==> config.mk <==
export PLATFORM = sky130hd
export DESIGN_NAME = dpram_fifo_ctrl
export DESIGN_NICKNAME = d
export VERILOG_FILES = /design/src/rtl/dpram_fifo_ctrl.sv
export SDC_FILE = /design/constraint.sdc
export NUM_CORES = 1
export LEC_CHECK = 0
export BUFFER_PORTS_ARGS = -buffer_cell sky130_fd_sc_hd__buf_4
export CELL_PAD_IN_SITES_DETAIL_PLACEMENT = 1
export CELL_PAD_IN_SITES_GLOBAL_PLACEMENT = 1
export CORE_MARGIN = 4
export CORE_UTILIZATION = 31
export CTS_CLUSTER_SIZE = 8
export DETAILED_ROUTE_END_ITERATION = 10
export GPL_TIMING_DRIVEN = 0
export MAX_ROUTING_LAYER = met4
export PLACE_DENSITY = 0.69
export SLEW_MARGIN = 20
export SYNTH_ARGS = -nofsm -noshare
export SYNTH_HDL_FRONTEND = slang
export SYNTH_SLANG_ARGS = --single-unit
export TNS_END_PERCENT = 20
==> constraint.sdc <==
create_clock -name clk -period 5.24 [get_ports clk]
set_input_delay 0.786 -clock clk [delete_from_list [all_inputs] [get_ports clk]]
set_output_delay 0.786 -clock clk [all_outputs]
set_load 0.01 [all_outputs]
==> src/rtl/dpram_fifo_ctrl.sv <==
`default_nettype none
// ============================================================================
// Module      : dpram_fifo_ctrl
// Description : Synchronous FIFO controller driving a 1024x8 true-dual-port
//               RAM (port A = write, port B = read). A 2-entry skid buffer
//               absorbs the RAM's 1-cycle registered read latency, giving a
//               first-word-fall-through output at one word per cycle.
//
// Ports       : clk, rst_n          - clock, async active-low reset
//               clr                 - sync clear (only with FIFO_SYNC_CLR_EN)
//               in_valid/in_ready/in_data     - write-side stream
//               out_valid/out_ready/out_data  - read-side stream (FWFT)
//               count               - mem_cnt + rd_pend + buf_occ
//               ram_addr_a/ram_data_a/ram_we_a - RAM port A (write)
//               ram_addr_b/ram_data_b/ram_we_b - RAM port B (read only)
//               ram_q_b             - RAM port B registered read data
//
// Options     : `define FIFO_SYNC_CLR_EN adds the synchronous clr input.
//
// Revision    : 1.0 - initial release
// ============================================================================
module dpram_fifo_ctrl #(
    parameter int ADDR_W = 10,
    parameter int DATA_W = 8
) (
    input  logic                clk,
    input  logic                rst_n,
`ifdef FIFO_SYNC_CLR_EN
    input  logic                clr,
`endif
    input  logic                in_valid,
    output logic                in_ready,
    input  logic [DATA_W-1:0]   in_data,
    output logic                out_valid,
    input  logic                out_ready,
    output logic [DATA_W-1:0]   out_data,
    output logic [ADDR_W+1:0]   count,
    output logic [ADDR_W-1:0]   ram_addr_a,
    output logic [DATA_W-1:0]   ram_data_a,
    output logic                ram_we_a,
    output logic [ADDR_W-1:0]   ram_addr_b,
    output logic [DATA_W-1:0]   ram_data_b,
    output logic                ram_we_b,
    input  logic [DATA_W-1:0]   ram_q_b
);

    localparam logic [ADDR_W:0] c_DEPTH = {1'b1, {ADDR_W{1'b0}}};

    // ------------------------------------------------------------------
    // State
    // ------------------------------------------------------------------
    logic [ADDR_W-1:0] r_wr_ptr;
    logic [ADDR_W-1:0] r_rd_ptr;
    logic [ADDR_W:0]   r_mem_cnt;   // words resident in RAM, 0..DEPTH
    logic              r_rd_pend;   // a RAM read issued last cycle lands now
    logic [1:0]        r_buf_occ;   // skid entries, 0..2
    logic [DATA_W-1:0] r_buf0;      // head entry
    logic [DATA_W-1:0] r_buf1;      // second entry

    logic              w_clr;
    logic              w_push;
    logic              w_pop;
    logic              w_fetch;
    logic [1:0]        w_occ_after_pop;
    logic [2:0]        w_occ_nxt;
    logic [ADDR_W:0]   w_mem_cnt_nxt;
    logic [DATA_W-1:0] w_buf0_nxt;
    logic [DATA_W-1:0] w_buf1_nxt;

`ifdef FIFO_SYNC_CLR_EN
    assign w_clr = clr;
`else
    assign w_clr = 1'b0;
`endif

    // ------------------------------------------------------------------
    // Handshakes
    // ------------------------------------------------------------------
    // in_ready stays high during clr so the producer never sees a stall
    // caused by the clear itself; the word offered then is dropped.
    assign in_ready  = (r_mem_cnt != c_DEPTH) || w_clr;
    assign w_push    = in_valid && in_ready && !w_clr;
    assign out_valid = (r_buf_occ != 2'd0);
    assign out_data  = r_buf0;
    assign w_pop     = out_valid && out_ready;

    // Entries left in the skid after this cycle's pop.
    assign w_occ_after_pop = r_buf_occ - {1'b0, w_pop};

    // Only issue a read if its word is guaranteed a skid slot when it
    // arrives next cycle: entries left after the pop plus the word already
    // in flight must leave room.
    assign w_fetch = (r_mem_cnt != '0) &&
                     (({1'b0, w_occ_after_pop} + {2'b00, r_rd_pend}) < 3'd2);

    assign w_occ_nxt = {1'b0, w_occ_after_pop} + {2'b00, r_rd_pend};

    always_comb begin
        w_mem_cnt_nxt = r_mem_cnt;
        case ({w_push, w_fetch})
            2'b10:   w_mem_cnt_nxt = r_mem_cnt + (ADDR_W+1)'(1);
            2'b01:   w_mem_cnt_nxt = r_mem_cnt - (ADDR_W+1)'(1);
            default: w_mem_cnt_nxt = r_mem_cnt;
        endcase
    end

    // Skid buffer: pop shifts entry 1 to the head, then the landing RAM
    // word is appended behind whatever remains.
    always_comb begin
        w_buf0_nxt = r_buf0;
        w_buf1_nxt = r_buf1;
        if (w_pop && (r_buf_occ == 2'd2)) begin
            w_buf0_nxt = r_buf1;
        end
        if (r_rd_pend) begin
            if (w_occ_after_pop == 2'd0) begin
                w_buf0_nxt = ram_q_b;
            end else begin
                w_buf1_nxt = ram_q_b;
            end
        end
    end

    // ------------------------------------------------------------------
    // Registers
    // ------------------------------------------------------------------
    always_ff @(posedge clk or negedge rst_n) begin
        if (!rst_n) begin
            r_wr_ptr  <= '0;
            r_rd_ptr  <= '0;
            r_mem_cnt <= '0;
            r_rd_pend <= 1'b0;
            r_buf_occ <= 2'd0;
            r_buf0    <= '0;
            r_buf1    <= '0;
        end else if (w_clr) begin
            // Same effect as reset; a word landing on ram_q_b now is lost.
            r_wr_ptr  <= '0;
            r_rd_ptr  <= '0;
            r_mem_cnt <= '0;
            r_rd_pend <= 1'b0;
            r_buf_occ <= 2'd0;
            r_buf0    <= '0;
            r_buf1    <= '0;
        end else begin
            if (w_push) begin
                r_wr_ptr <= r_wr_ptr + ADDR_W'(1);
            end
            if (w_fetch) begin
                r_rd_ptr <= r_rd_ptr + ADDR_W'(1);
            end
            r_mem_cnt <= w_mem_cnt_nxt;
            r_rd_pend <= w_fetch;
            r_buf_occ <= w_occ_nxt[1:0];
            r_buf0    <= w_buf0_nxt;
            r_buf1    <= w_buf1_nxt;
        end
    end

    // ------------------------------------------------------------------
    // Outputs
    // ------------------------------------------------------------------
    assign count = (ADDR_W+2)'(r_mem_cnt) + (ADDR_W+2)'(r_rd_pend) +
                   (ADDR_W+2)'(r_buf_occ);

    assign ram_addr_a = r_wr_ptr;
    assign ram_data_a = in_data;
    assign ram_we_a   = w_push;
    assign ram_addr_b = r_rd_ptr;
    assign ram_data_b = '0;
    assign ram_we_b   = 1'b0;

    // The fetch rule must keep the skid from ever holding a third word.
    a_skid_no_overflow : assert property (
        @(posedge clk) disable iff (!rst_n) (w_occ_nxt <= 3'd2)
    );

endmodule
`default_nettype wire

Yosys cells after proc, flatten, opt, wreduce, memory -nomap -nowiden
Cells that the tools add are included.

cells by class
  add/sub/neg operators = 8
  order comparisons = 1
  equal/unequal tests = 4
  multiplexer cells = 4
  bitwise logic cells = 1
  reductions and logical operators = 9

operators with widths
  cell                                                                           number
  8-bit two-way mux                                                              3
  11-bit one-hot mux with 2 select lines                                         1
  10-bit by 1-bit adder with 10-bit output (second input constant)               2
  11-bit by 1-bit adder with 12-bit output                                       1
  12-bit by 2-bit adder with 12-bit output                                       1
  11-bit by 1-bit adder with 11-bit output (second input constant)               1
  11-bit != test (second input constant)                                         1
  11-bit nonzero test                                                            1
  11-bit by 1-bit subtractor with 11-bit output (second input constant)          1
  2-bit == test (second input constant)                                          2
  1-bit logical AND                                                              4
  2-bit nonzero test                                                             2
  2-bit by 1-bit adder with 3-bit output                                         1
  3-bit by 2-bit less-than comparator with 1-bit output (second input constant)  1
  2-bit by 1-bit == test with 1-bit output (second input constant)               1
  2-bit zero test                                                                1
  2-bit AND reduction                                                            1
  2-bit by 1-bit subtractor with 2-bit output                                    1
  1-bit NOT                                                                      1

storage, ports and cells
  flip-flop bits (word level) = 50
  input bits = 20
  output and inout bits = 60
  logic and storage cells = 34

Logic depth before layout (Yosys ltp)
Gate-level depths: netlist (run 1).

  depth in word-level cells = 8
  depth in mapped cells = 18

Least setup slack after synthesis (run 1)
No wires, ideal clock.

  path kind = reg-to-reg
  start = register r_buf_occ[1]
  end = register r_mem_cnt[10]
  data arrival time = 3962 ps
  required time = 5118 ps
  path slack = 1157 ps
  cell stages (with the launch flop) = 19
  path buffers = 0
  clock period less this slack = 4083 ps
  cells stage by stage = dfrtp_1 > or2_2 > and2_1 > ha_1 > inv_1 > ha_1 > inv_1 > ha_1 > inv_1 > a41o_1 > inv_1 > ha_1 > inv_1 > fa_1 > nor2b_4 > o31a_1 > o31a_1 > mux2_4 > a2111oi_1

on the way
  cells in the longest elaborated chain, start to end = 8

ends and longest elaborated chain
  what                                                                          RTL line  RTL
  start, declared                                                               56        logic [1:0] r_buf_occ;
  start signal, assigned                                                        154       r_buf_occ <= w_occ_nxt[1:0];
  2-bit nonzero test (*)                                                        83        assign out_valid = (r_buf_occ != 2'd0);
  via out_valid                                                                 34        output logic out_valid,
  1-bit logical AND (*)                                                         85        assign w_pop = out_valid && out_ready;
  2-bit by 1-bit subtractor with 2-bit output (*)                               88        assign w_occ_after_pop = r_buf_occ - {1'b0, w_pop};
  2-bit by 1-bit adder with 3-bit output (*)                                    --
  3-bit by 2-bit less-than comparator with 1-bit output (*)                     94        (({1'b0, w_occ_after_pop} + {2'b00, r_rd_pend}) < 3'd2);
  1-bit logical AND (*)                                                         93        assign w_fetch = (r_mem_cnt != '0) &&
  via w_fetch                                                                   63        logic w_fetch;
  2-bit by 1-bit == test with 1-bit output or 2-bit == test (tied branches)     100       case ({w_push, w_fetch})
  11-bit one-hot mux with 2 select lines or 2-bit nonzero test (tied branches)  --
  end signal, assigned                                                          152       r_mem_cnt <= w_mem_cnt_nxt;
  end, declared                                                                 54        logic [ADDR_W:0] r_mem_cnt;

The timed path passes the listed nets; every way through them passes the cells marked *.
A chain may end at the register's enable or synchronous reset.

Final worst setup path (run 1)
  start = register r_buf_occ[1]
  end = register r_mem_cnt[10]

on the way
  cells in the longest elaborated chain, start to end = 8

ends and longest elaborated chain
  what                                                                          RTL line
  2-bit nonzero test                                                            83
  1-bit logical AND                                                             85
  2-bit by 1-bit subtractor with 2-bit output (*)                               88
  2-bit by 1-bit adder with 3-bit output (*)                                    --
  3-bit by 2-bit less-than comparator with 1-bit output (*)                     94
  1-bit logical AND (*)                                                         93
  via w_fetch                                                                   63
  2-bit by 1-bit == test with 1-bit output or 2-bit == test (tied branches)     100
  11-bit one-hot mux with 2 select lines or 2-bit nonzero test (tied branches)  --

Marks and branches as above.

==> results of run 1 <==
-- Yosys cell counts (8+ instances only) --
master    n  area [sq um]
nor2_1   22          82.6
ha_1     16           200
xnor2_1  22           193
buf_4    17           128
mux2i_1   8          80.1
inv_1    20          75.1
xor2_1   10          87.6
nand4_1  10          62.6
dfrtp_1  50          1250
nand2_1  27           101
nand3_1   8          40.0
o21ai_0  11          55.1
a21oi_1  16          80.1
mux2_2    8          90.1
-- layer usage --
metal  share of wire, %  GRT usage, %  vias to the layer above  wire [um]
met3                3.9          2.45                        6        274
met2                 51          23.1                       47       3640
met1                 44          15.8                     1141       3120
met5                  0             -                        -          0
li1                   -             -                     1150          -
met4               0.86          3.56                        0         61
-- worst paths after layout --
kind / from / endpoint
min: ram_addr_b[9] / ram_addr_b[9]
max: r_buf_occ[1] / r_mem_cnt[10]
max reg2reg: r_buf_occ[1] / r_mem_cnt[10]
max in group asynchronous: rst_n / out_data[5]
min reg2reg: ram_addr_b[9] / ram_addr_b[9]
min in group asynchronous: rst_n / r_buf1[0]
-- final cells by class --
| class | instances | area, sq um | area share, % |
|---|---|---|---|
| Inverter | 20 | 75.1 | 2.03 |
| Multi-Input combinational cell | 213 | 1490 | 40.3 |
| Tap cell | 129 | 161 | 4.37 |
| Clock buffer | 7 | 96.3 | 2.61 |
| Sequential cell | 50 | 1250 | 33.9 |
| Buffer | 22 | 148 | 4.00 |
| Timing Repair Buffer | 62 | 465 | 12.6 |
| Clock inverter | 1 | 8.76 | 0.237 |
-- registers in the layout, summed over array words and instances (netlist names) --
signal	cells
out_data	8
r_buf1	8
r_buf_occ	2
r_mem_cnt	11
r_rd_pend	1
ram_addr_a	10
ram_addr_b	10
-- report_power, final --
group / total (mW) / internal (mW) / switching, mW / leakage (nW)
sequential: 0.762 / 0.573 / 0.189 / 0.603
clock: 0.251 / 0.121 / 0.129 / 0.0544
combinational: 1.48 / 0.700 / 0.783 / 1.17
total: 2.50 / 1.39 / 1.10 / 1.83
-- critical path, delay by kind of cell (launching register included) --
kind	cells	cell delay [ns]
simple gates	3	0.65
flops	1	0.47
mux	1	0.32
compound gates	4	1.00
fa+ha+maj	5	1.64
buf+inv	5	0.50
-- kinds of logic after synthesis --
family | Yosys count
buffers and inverters | 42
AND/OR/NAND/NOR | 88
XOR/XNOR | 32
multiplexers | 17
adder cells (fa/ha/maj) | 19
AO/OA/AOI/OAI | 48
flip-flops | 50
other | 1
-- metrics by stage --
step / cell area, sq um / cells / utilization (%) / power [mW]
2_1_floorplan: 2960 / 305 / - / 1.73
3_3_place_gp: 3590 / 496 / 38.8 / 2.22
3_5_place_dp: 3590 / 496 / 38.8 / 2.29
4_1_cts: 3690 / 504 / 40.0 / 2.55
5_1_grt: 3690 / 504 / 40.0 / 2.75
6_report: 3690 / 504 / 40.0 / 2.50
==> results by group, run 1 <==
Floorplan
  – Die footprint: 11,100 sq um
  – I/O pins: 80
  – Row count: 35
  – Core Area: 9240 sq um
  – Chip Width: 105 um
  – Starting Density: 31.7%
  – Die height: 105 um

STA
  – Final hold slack: 0.475 ns
  – RSZ-0062 raised after global routing: no
  – Max-slew violations: 0
  – Worst Tran Pin Value: 0.852 ns
  – Post-route worst setup slack: 0.546 ns
  – Max Fclk: 213 MHz
  – # setup viols final: 0
  – Max_slew headroom: 43.2%
  – Final hold vios: 0
  – Setup TNS Final: 0 ns
  – Min Clock Period, post-route: 4.69 ns
  – Post-route clock period utilization: 89.6%
  – Final Skew: 0.00874 ns

Min path
  – Hold Path Depth: 1
  – Hold Crit Class: register to register

Worst setup path
  – FF-to-FF setup slack: 0.55 ns
  – Slowest library cell on the worst path: ha_1
  – Worst Path Arrival: 4.88 ns
  – Crit end category: register
  – Reg2Reg Depth: 18
  – Slowest cell delay on critical path: 0.53 ns
  – Crit-path cells: or2_2 -> and2_1 -> ha_1 -> inv_1 -> ha_1 -> inv_1 -> ha_1 -> inv_1 -> a41o_1 -> inv_1 -> ha_1 -> inv_1 -> fa_1 -> nor2b_4 -> o31a_1 -> o31a_1 -> mux2_4 -> a2111oi_1
  – Worst setup SP type: register
  – Worst-path fanout max: 13
  – Critical Path Most Common Cell: inv_1
  – Crit path kind: register to register
  – Critical Path RT: 5.42 ns

Status
  – Outcome: finished, final reports clean

Yosys
  – Mapped Avg Cell Area: 9.87 sq um
  – Yosys cell types: 42
  – Yosys warning count: 0
  – Adder-cell share of the synthesized area: 8.88%
  – FFs w/ async S/R, synth: 100%
  – Synth Instances: 297
  – Synth Area in XOR/XNOR: 9.56%
  – Seq cells post-synth: 50
  – Post-synth EDFFs: 0
  – Post-Synth Simple-Gate Area: 14.3%
  – Mapped Area: 2930 sq um
  – Post-synthesis sequential area ratio: 42.7%
  – Post-synthesis compound-gate area fraction: 10.5%
  – Largest family of logic cells by synthesized area: simple AND/OR/NAND/NOR gates
  – Dominant synthesized flop cell: dfrtp_1
  – Multiplexer area fraction after synthesis: 6.32%

Drt
  – Via count: 2,344
  – Routed Antenna Nets: 0
  – Iter 0 DRT Violations: 59
  – Drc violations: 0
  – Drt pass-1 iters: 3
  – Drt wl/cell: 14.1 um
  – Vias/cell: 4.65
  – Total wire length: 7.10 mm

Cells and area
  – Share of layout cells above drive strength 1: 26.7%
  – # nets final: 413
  – Most frequent cells in the layout: buf_4, dfrtp_1, nand2_1
  – Fillers: 1,078
  – Antenna Cells: 0
  – Area Growth Syn to Fin: 26.0%
  – Commonest non-fill, non-tap cell in the layout: buf_4

GRT
  – Vias in the first global route: 2,427
  – Antenna violations before repair: 0
  – Total gr overflow: 0
  – All-Layer GR Usage: 13.3%
  – Global-route wire length before repair: 11.9 mm
  – Largest net degree at the start of global routing: 51

CTS
  – CTS resizes: 0
  – Clk_lat worst skew: 0.30 ns
  – CTS root buffer: clkbuf_8
  – CTS Buf Count: 5
  – H-tree depth: 2
  – Max Root-Sink Buffers: 2
  – Clock slew at reported path FFs: 0.10 ns
  – Clk sink count: 50
  – Hold buffer count at cts: 0
  – CTS tree: done
  – Post-CTS Setup Bufs: 0

Placement
  – Port buffer count: 62
  – Routability cong.: 0.754
  – Hpwl dp: 5.53 mm
  – Pre-CTS setup slack: 0.491 ns

Job
  – Max-capacitance violation count: 0

Power
  – Max rail drop VDD: 0.191 mV
  – PwrDens: 676 nW/um^2
  – Cell leakage power: 1.83 nW
Note: power is estimated with default switching activity, not from simulation.
==> run 2, diff against run 1 <==
--- a/config.mk
+++ b/config.mk
@@ -10,7 +10,7 @@
 export CELL_PAD_IN_SITES_GLOBAL_PLACEMENT = 1
 export CORE_MARGIN = 4
 export CORE_UTILIZATION = 31
-export CTS_CLUSTER_SIZE = 8
+export CTS_CLUSTER_SIZE = 10
 export DETAILED_ROUTE_END_ITERATION = 10
 export GPL_TIMING_DRIVEN = 0
 export MAX_ROUTING_LAYER = met4
==> constraint.sdc (replaced) <==
create_clock -name clk -period 5 [get_ports clk]
set_input_delay 0.75 -clock clk [delete_from_list [all_inputs] [get_ports clk]]
set_output_delay 0.75 -clock clk [all_outputs]
set_load 0.01 [all_outputs]
==> results by group, run 2 (synthesis gave the netlist of run 1 again) <==
Worst setup path
  – Crit-path cells: or2_2 -> and2_1 -> ha_1 -> inv_1 -> ha_1 -> inv_1 -> ha_1 -> inv_1 -> a41o_1 -> inv_1 -> ha_2 -> inv_1 -> fa_1 -> nor2b_4 -> o31a_1 -> o31a_1 -> mux2_4 -> a2111oi_1 (was or2_2 -> and2_1 -> ha_1 -> inv_1 -> ha_1 -> inv_1 -> ha_1 -> inv_1 -> a41o_1 -> inv_1 -> ha_1 -> inv_1 -> fa_1 -> nor2b_4 -> o31a_1 -> o31a_1 -> mux2_4 -> a2111oi_1)
  – Worst-path fanout max: 13 (unchanged)
  – Crit path kind: register to register (unchanged)
  – Slowest library cell on the worst path: dfrtp_1 (was ha_1)
  – Slowest cell delay on critical path: 0.47 ns (was 0.53 ns)
  – Critical Path Most Common Cell: inv_1 (unchanged)
  – FF-to-FF setup slack: 0.48 ns (was 0.55 ns)
  – Critical Path RT: 5.18 ns (was 5.42 ns)
  – Worst setup SP type: register (unchanged)
  – Crit end category: register (unchanged)
  – Worst Path Arrival: 4.70 ns (was 4.88 ns)

STA
  – Max_slew headroom: 43.2% (unchanged)
  – Max Fclk: 221 MHz (was 213 MHz)
  – Post-route worst setup slack: 0.482 ns (was 0.546 ns)
  – Setup TNS Final: 0 ns (unchanged)
  – Final hold vios: 0 (unchanged)
  – Post-route clock period utilization: 90.4% (was 89.6%)
  – # setup viols final: 0 (unchanged)
  – Max-slew violations: 0 (unchanged)
  – Min Clock Period, post-route: 4.52 ns (was 4.69 ns)
  – Worst Tran Pin Value: 0.852 ns (unchanged)
  – RSZ-0062 raised after global routing: no (unchanged)
  – Final Skew: 0.00807 ns (was 0.00874 ns)

CTS
  – CTS Buf Count: 5 (unchanged)
  – Clk_lat worst skew: 0.30 ns (about the same)
  – Clk sink count: 50 (unchanged)
  – CTS tree: done (unchanged)
  – CTS resizes: 0 (unchanged)
  – Clock slew at reported path FFs: 0.10 ns (about the same)
  – CTS root buffer: clkbuf_8 (unchanged)
  – Hold buffer count at cts: 0 (unchanged)
  – H-tree depth: 2 (unchanged)
  – Post-CTS Setup Bufs: 0 (unchanged)
  – Max Root-Sink Buffers: 2 (unchanged)

Floorplan
  – Die footprint: 11,100 sq um (unchanged)
  – I/O pins: 80 (unchanged)
  – Starting Density: 31.7% (unchanged)
  – Core Area: 9240 sq um (unchanged)
  – Row count: 35 (unchanged)
  – Chip Width: 105 um (unchanged)
  – Die height: 105 um (unchanged)

GRT
  – All-Layer GR Usage: 13.3% (unchanged)
  – Antenna violations before repair: 0 (unchanged)
  – Vias in the first global route: 2,427 (unchanged)
  – Global-route wire length before repair: 11.9 mm (unchanged)
  – Total gr overflow: 0 (unchanged)
  – Largest net degree at the start of global routing: 51 (unchanged)

Cells and area
  – Most frequent cells in the layout: buf_4, dfrtp_1, nand2_1 (unchanged)
  – Finished Layout Cells: 504 (unchanged)
  – Post-layout util: 40.0% (about the same)
  – Area Growth Syn to Fin: 26.1% (was 26.0%)
  – Commonest non-fill, non-tap cell in the layout: buf_4 (unchanged)
  – Share of layout cells above drive strength 1: 26.9% (was 26.7%)
  – Max reg flops: 11 (unchanged)
  – # nets final: 413 (unchanged)
  – Antenna Cells: 0 (unchanged)
  – Fillers: 1,079 (was 1,078)
  – Biggest register: r_mem_cnt (unchanged)

Drt
  – Drt wl/cell: 14.1 um (about the same)
  – Via count: 2,345 (was 2,344)
  – Drt pass-1 iters: 4 (was 3)
  – Iter 0 DRT Violations: 59 (unchanged)
  – Total wire length: 7.11 mm (was 7.10 mm)
  – Routed Antenna Nets: 0 (unchanged)
  – Drc violations: 0 (unchanged)
  – Vias/cell: 4.65 (about the same)

Job
  – Max-capacitance violation count: 0 (unchanged)

Placement
  – Port buffer count: 62 (unchanged)
  – Hpwl dp: 5.53 mm (unchanged)
  – Placed Cells: 496 (unchanged)
  – Routability cong.: 0.754 (unchanged)
  – Pre-CTS setup slack: 0.287 ns (was 0.491 ns)

Min path
  – Hold Crit Class: register to register (unchanged)

Power
  – Cell leakage power: 1.83 nW (about the same)
  – PwrDens: 709 nW/um^2 (was 676 nW/um^2)
  – Final Power: 2.62 mW (was 2.50 mW)
  – Max rail drop VDD: 0.201 mV (was 0.191 mV)

Status
  – Outcome: finished, final reports clean (unchanged)
[run 2: cell types whose count changed in the layout (fill, tap and decap cells not counted)]
cell and delta:
ha_2 +1, ha_1 -1
[run 2: final cells by class]
| cell class | count | area [sq um] | area share (%) |
|---|---|---|---|
| timing repair buffer | 62 | 465 | 12.6 |
| tap | 129 | 161 | 4.37 |
| clock buffer | 7 | 96.3 | 2.61 |
| clock inverter | 1 | 8.76 | 0.237 |
| buffer | 22 | 148 | 3.99 |
| sequential | 50 | 1250 | 33.9 |
| inverter | 20 | 75.1 | 2.03 |
| multi-input combinational | 213 | 1490 | 40.3 |
[run 2: stage by stage]
| stage | hold WS, ns | area, sq um |
|---|---|---|
| after floorplan | 0.454 | 2960 |
| after global placement | 0.464 | 3590 |
| after detailed placement | 0.469 | 3590 |
| after CTS | 0.483 | 3690 |
| after global routing | 0.493 | 3700 |
| final | 0.475 | 3700 |
[run 2: report_power, final]
part           leakage, nW  total, mW  switching, mW  internal [mW]
Sequential           0.603      0.799          0.199          0.600
Clock               0.0544      0.262          0.135          0.127
Combinational         1.17       1.56          0.821          0.737
Total                 1.83       2.62           1.16           1.46
[run 2: routing by layer]
metal / GRT usage, % / wire length (um) / vias to the layer above
li1: - / - / 1150
met1: 15.8 / 3130 / 1141
met2: 23.1 / 3650 / 50
met3: 2.45 / 283 / 4
met4: 3.56 / 54 / 0
met5: - / 0 / -
[run 2: worst paths after layout]
| check | depth (start not counted) | to | start |
|---|---|---|---|
| setup / recovery | 18 | r_mem_cnt[10] | r_buf_occ[1] |
| hold / removal | 1 | ram_addr_b[9] | ram_addr_b[9] |
| setup reg to reg | 18 | r_mem_cnt[10] | r_buf_occ[1] |
| hold reg to reg | 1 | ram_addr_b[9] | ram_addr_b[9] |
| max in group asynchronous | 1 | out_data[5] | rst_n |
| min in group asynchronous | 1 | r_buf1[0] | rst_n |
[run 2: worst max-delay path: cells and delay by family (launching register included)]
kind / cells / cell delay, ns
AOI/OAI and AO/OA: 4 / 1.00
adders and majority gates: 5 / 1.50
buffers and inverters: 5 / 0.48
DFF: 1 / 0.47
muxes: 1 / 0.32
and+or+nand+nor: 3 / 0.65
==> run 3, diff against run 2 <==
--- a/config.mk
+++ b/config.mk
@@ -12,7 +12,6 @@
 export CORE_UTILIZATION = 31
 export CTS_CLUSTER_SIZE = 10
 export DETAILED_ROUTE_END_ITERATION = 10
-export GPL_TIMING_DRIVEN = 0
 export MAX_ROUTING_LAYER = met4
 export PLACE_DENSITY = 0.69
 export SLEW_MARGIN = 20
==> results by group, run 3 (synthesis gave the netlist of run 1 again) <==
Status
  – Outcome: finished, final reports clean (unchanged)

Cells and area
  – Max reg flops: 11 (unchanged)
  – Area Growth Syn to Fin: 18.3% (was 26.1%)
  – Antenna Cells: 0 (unchanged)
  – Biggest register: r_mem_cnt (unchanged)
  – Fillers: 1,068 (was 1,079)
  – Most frequent cells in the layout: buf_4, dfrtp_1, nand2_1 (unchanged)
  – Share of layout cells above drive strength 1: 21.2% (was 26.9%)
  – # nets final: 384 (was 413)
  – Commonest non-fill, non-tap cell in the layout: buf_4 (unchanged)
  – Finished Layout Cells: 474 (was 504)
  – Design area: 3470 sq um (was 3700 sq um)

Power
  – Pint: 1.42 mW (was 1.46 mW)
  – Final Power: 2.57 mW (was 2.62 mW)
  – Clock network power share: 9.0% (was 10.0%)
  – Psw: 1.15 mW (was 1.16 mW)
  – Max rail drop VDD: 0.196 mV (was 0.201 mV)
  – PwrDens: 741 nW/um^2 (was 709 nW/um^2)
  – Sequential Power Share: 31.6% (was 30.5%)
  – Switch share: 44.7% (was 44.1%)
  – Cell leakage power: 1.68 nW (was 1.83 nW)
  – Logic pwr share: 59.4% (was 59.5%)

STA
  – Post-route clock period utilization: 85.7% (was 90.4%)
  – Post-route worst setup slack: 0.716 ns (was 0.482 ns)
  – Final hold vios: 0 (unchanged)
  – RSZ-0062 raised after global routing: no (unchanged)
  – Max_slew headroom: 43.7% (was 43.2%)
  – Max-slew violations: 0 (unchanged)
  – # setup viols final: 0 (unchanged)
  – Final Skew: 0.00827 ns (was 0.00807 ns)
  – Setup TNS Final: 0 ns (unchanged)
  – Min Clock Period, post-route: 4.28 ns (was 4.52 ns)
  – Worst Tran Pin Value: 0.845 ns (was 0.852 ns)
  – Max Fclk: 233 MHz (was 221 MHz)

Floorplan
  – Die footprint: 11,100 sq um (unchanged)
  – Chip Width: 105 um (unchanged)
  – Row count: 35 (unchanged)
  – I/O pins: 80 (unchanged)
  – Starting Density: 31.7% (unchanged)
  – Die height: 105 um (unchanged)
  – Core Area: 9240 sq um (unchanged)

Drt
  – Vias/cell: 4.74 (was 4.65)
  – Routed Antenna Nets: 0 (unchanged)
  – Via count: 2,248 (was 2,345)
  – Drc violations: 0 (unchanged)
  – Total wire length: 6.81 mm (was 7.11 mm)
  – Drt wl/cell: 14.4 um (was 14.1 um)
  – Iter 0 DRT Violations: 37 (was 59)
  – Drt pass-1 iters: 4 (unchanged)

Placement
  – Hpwl dp: 5.24 mm (was 5.53 mm)
  – Placed Cells: 467 (was 496)
  – Port buffer count: 54 (was 62)
  – Routability cong.: 0.786 (was 0.754)
  – Pre-CTS setup slack: 0.678 ns (was 0.287 ns)
  – Post-DP Area: 3390 sq um (was 3590 sq um)

CTS
  – CTS tree: done (unchanged)
  – Clk sink count: 50 (unchanged)
  – Post-CTS Setup Bufs: 0 (unchanged)
  – Hold buffer count at cts: 0 (unchanged)
  – Max Root-Sink Buffers: 2 (unchanged)
  – CTS resizes: 0 (unchanged)
  – Clock slew at reported path FFs: 0.09 ns (was 0.10 ns)
  – CTS Buf Count: 5 (unchanged)
  – H-tree depth: 2 (unchanged)
  – Clk_lat worst skew: 0.30 ns (about the same)
  – CTS root buffer: clkbuf_8 (unchanged)

GRT
  – All-Layer GR Usage: 12.9% (was 13.3%)
  – Global-route wire length before repair: 11.5 mm (was 11.9 mm)
  – Total gr overflow: 0 (unchanged)
  – Vias in the first global route: 2,383 (was 2,427)
  – Antenna violations before repair: 0 (unchanged)
  – Largest net degree at the start of global routing: 51 (unchanged)

Worst setup path
  – Worst-path fanout max: 6 (was 13)
  – Crit end category: register (unchanged)
  – Critical Path RT: 5.18 ns (about the same)
  – Worst Path Arrival: 4.46 ns (was 4.70 ns)
  – Worst setup SP type: register (unchanged)
  – Crit path kind: register to register (unchanged)

Job
  – Max-capacitance violation count: 0 (unchanged)

Min path
  – Hold Crit Class: primary input to async pin (was register to register)
run 3: stage by stage:
step           hold slack [ns]  util [%]
2_1_floorplan            0.454         -
5_1_grt                  0.501      37.5
3_5_place_dp             0.471      36.7
3_3_place_gp             0.464      36.7
6_report                 0.466      37.5
4_1_cts                  0.484      37.5
run 3: worst paths after layout:
| path | from | end | slack [ns] | depth (start not counted) |
|---|---|---|---|---|
| max in group asynchronous | rst_n | ram_addr_a[7] | 4.09 | 1 |
| min in group clk | ram_addr_b[9] | ram_addr_b[9] | 0.48 | 1 |
| hold / removal | rst_n | out_data[0] | 0.47 | 1 |
| setup reg to reg | r_buf_occ[1] | r_mem_cnt[10] | 0.72 | 18 |
| hold reg to reg | ram_addr_b[9] | ram_addr_b[9] | 0.48 | 1 |
| setup / recovery | r_buf_occ[1] | r_mem_cnt[10] | 0.72 | 18 |
run 3: power by group through the flow:
stage / Clock [mW] / Sequential, mW / Combinational [mW]
after floorplan: 0 / 0.806 / 1.01
after global placement: 0 / 0.816 / 1.51
after global routing: 0.257 / 0.848 / 1.72
after detailed placement: 0 / 0.822 / 1.55
after CTS: 0.241 / 0.815 / 1.56
final: 0.231 / 0.811 / 1.53
run 3: area by class of cell:
cell class	instances	area (sq um)	area share, %
inverters	20	75.1	2.16
flip-flops and latches	50	1250	36.1
clock inverters	1	7.51	0.216
clock buffers	6	72.6	2.09
repair buffers	55	413	11.9
well taps	129	161	4.65
multi-input cells	213	1490	42.9
run 3: critical path: stages, from the launching register on:
cell       delay (ns)
dfrtp_1          0.45
or2_2            0.33
and2_1           0.16
ha_1             0.31
inv_1            0.05
ha_1             0.17
inv_1            0.05
ha_1             0.13
inv_1            0.04
a41o_1           0.25
inv_1            0.16
ha_1             0.32
inv_1            0.11
fa_1             0.45
nor2b_4          0.14
o31a_1           0.19
o31a_1           0.21
mux2_4           0.31
a2111oi_1        0.33
run 3: metal layers:
metal,wire length [um],vias up,track usage [%]
li1,-,1095,-
met5,0,-,-
met4,49,0,3.09
met2,3390,44,22.2
met1,3060,1105,15.4
met3,320,4,2.76
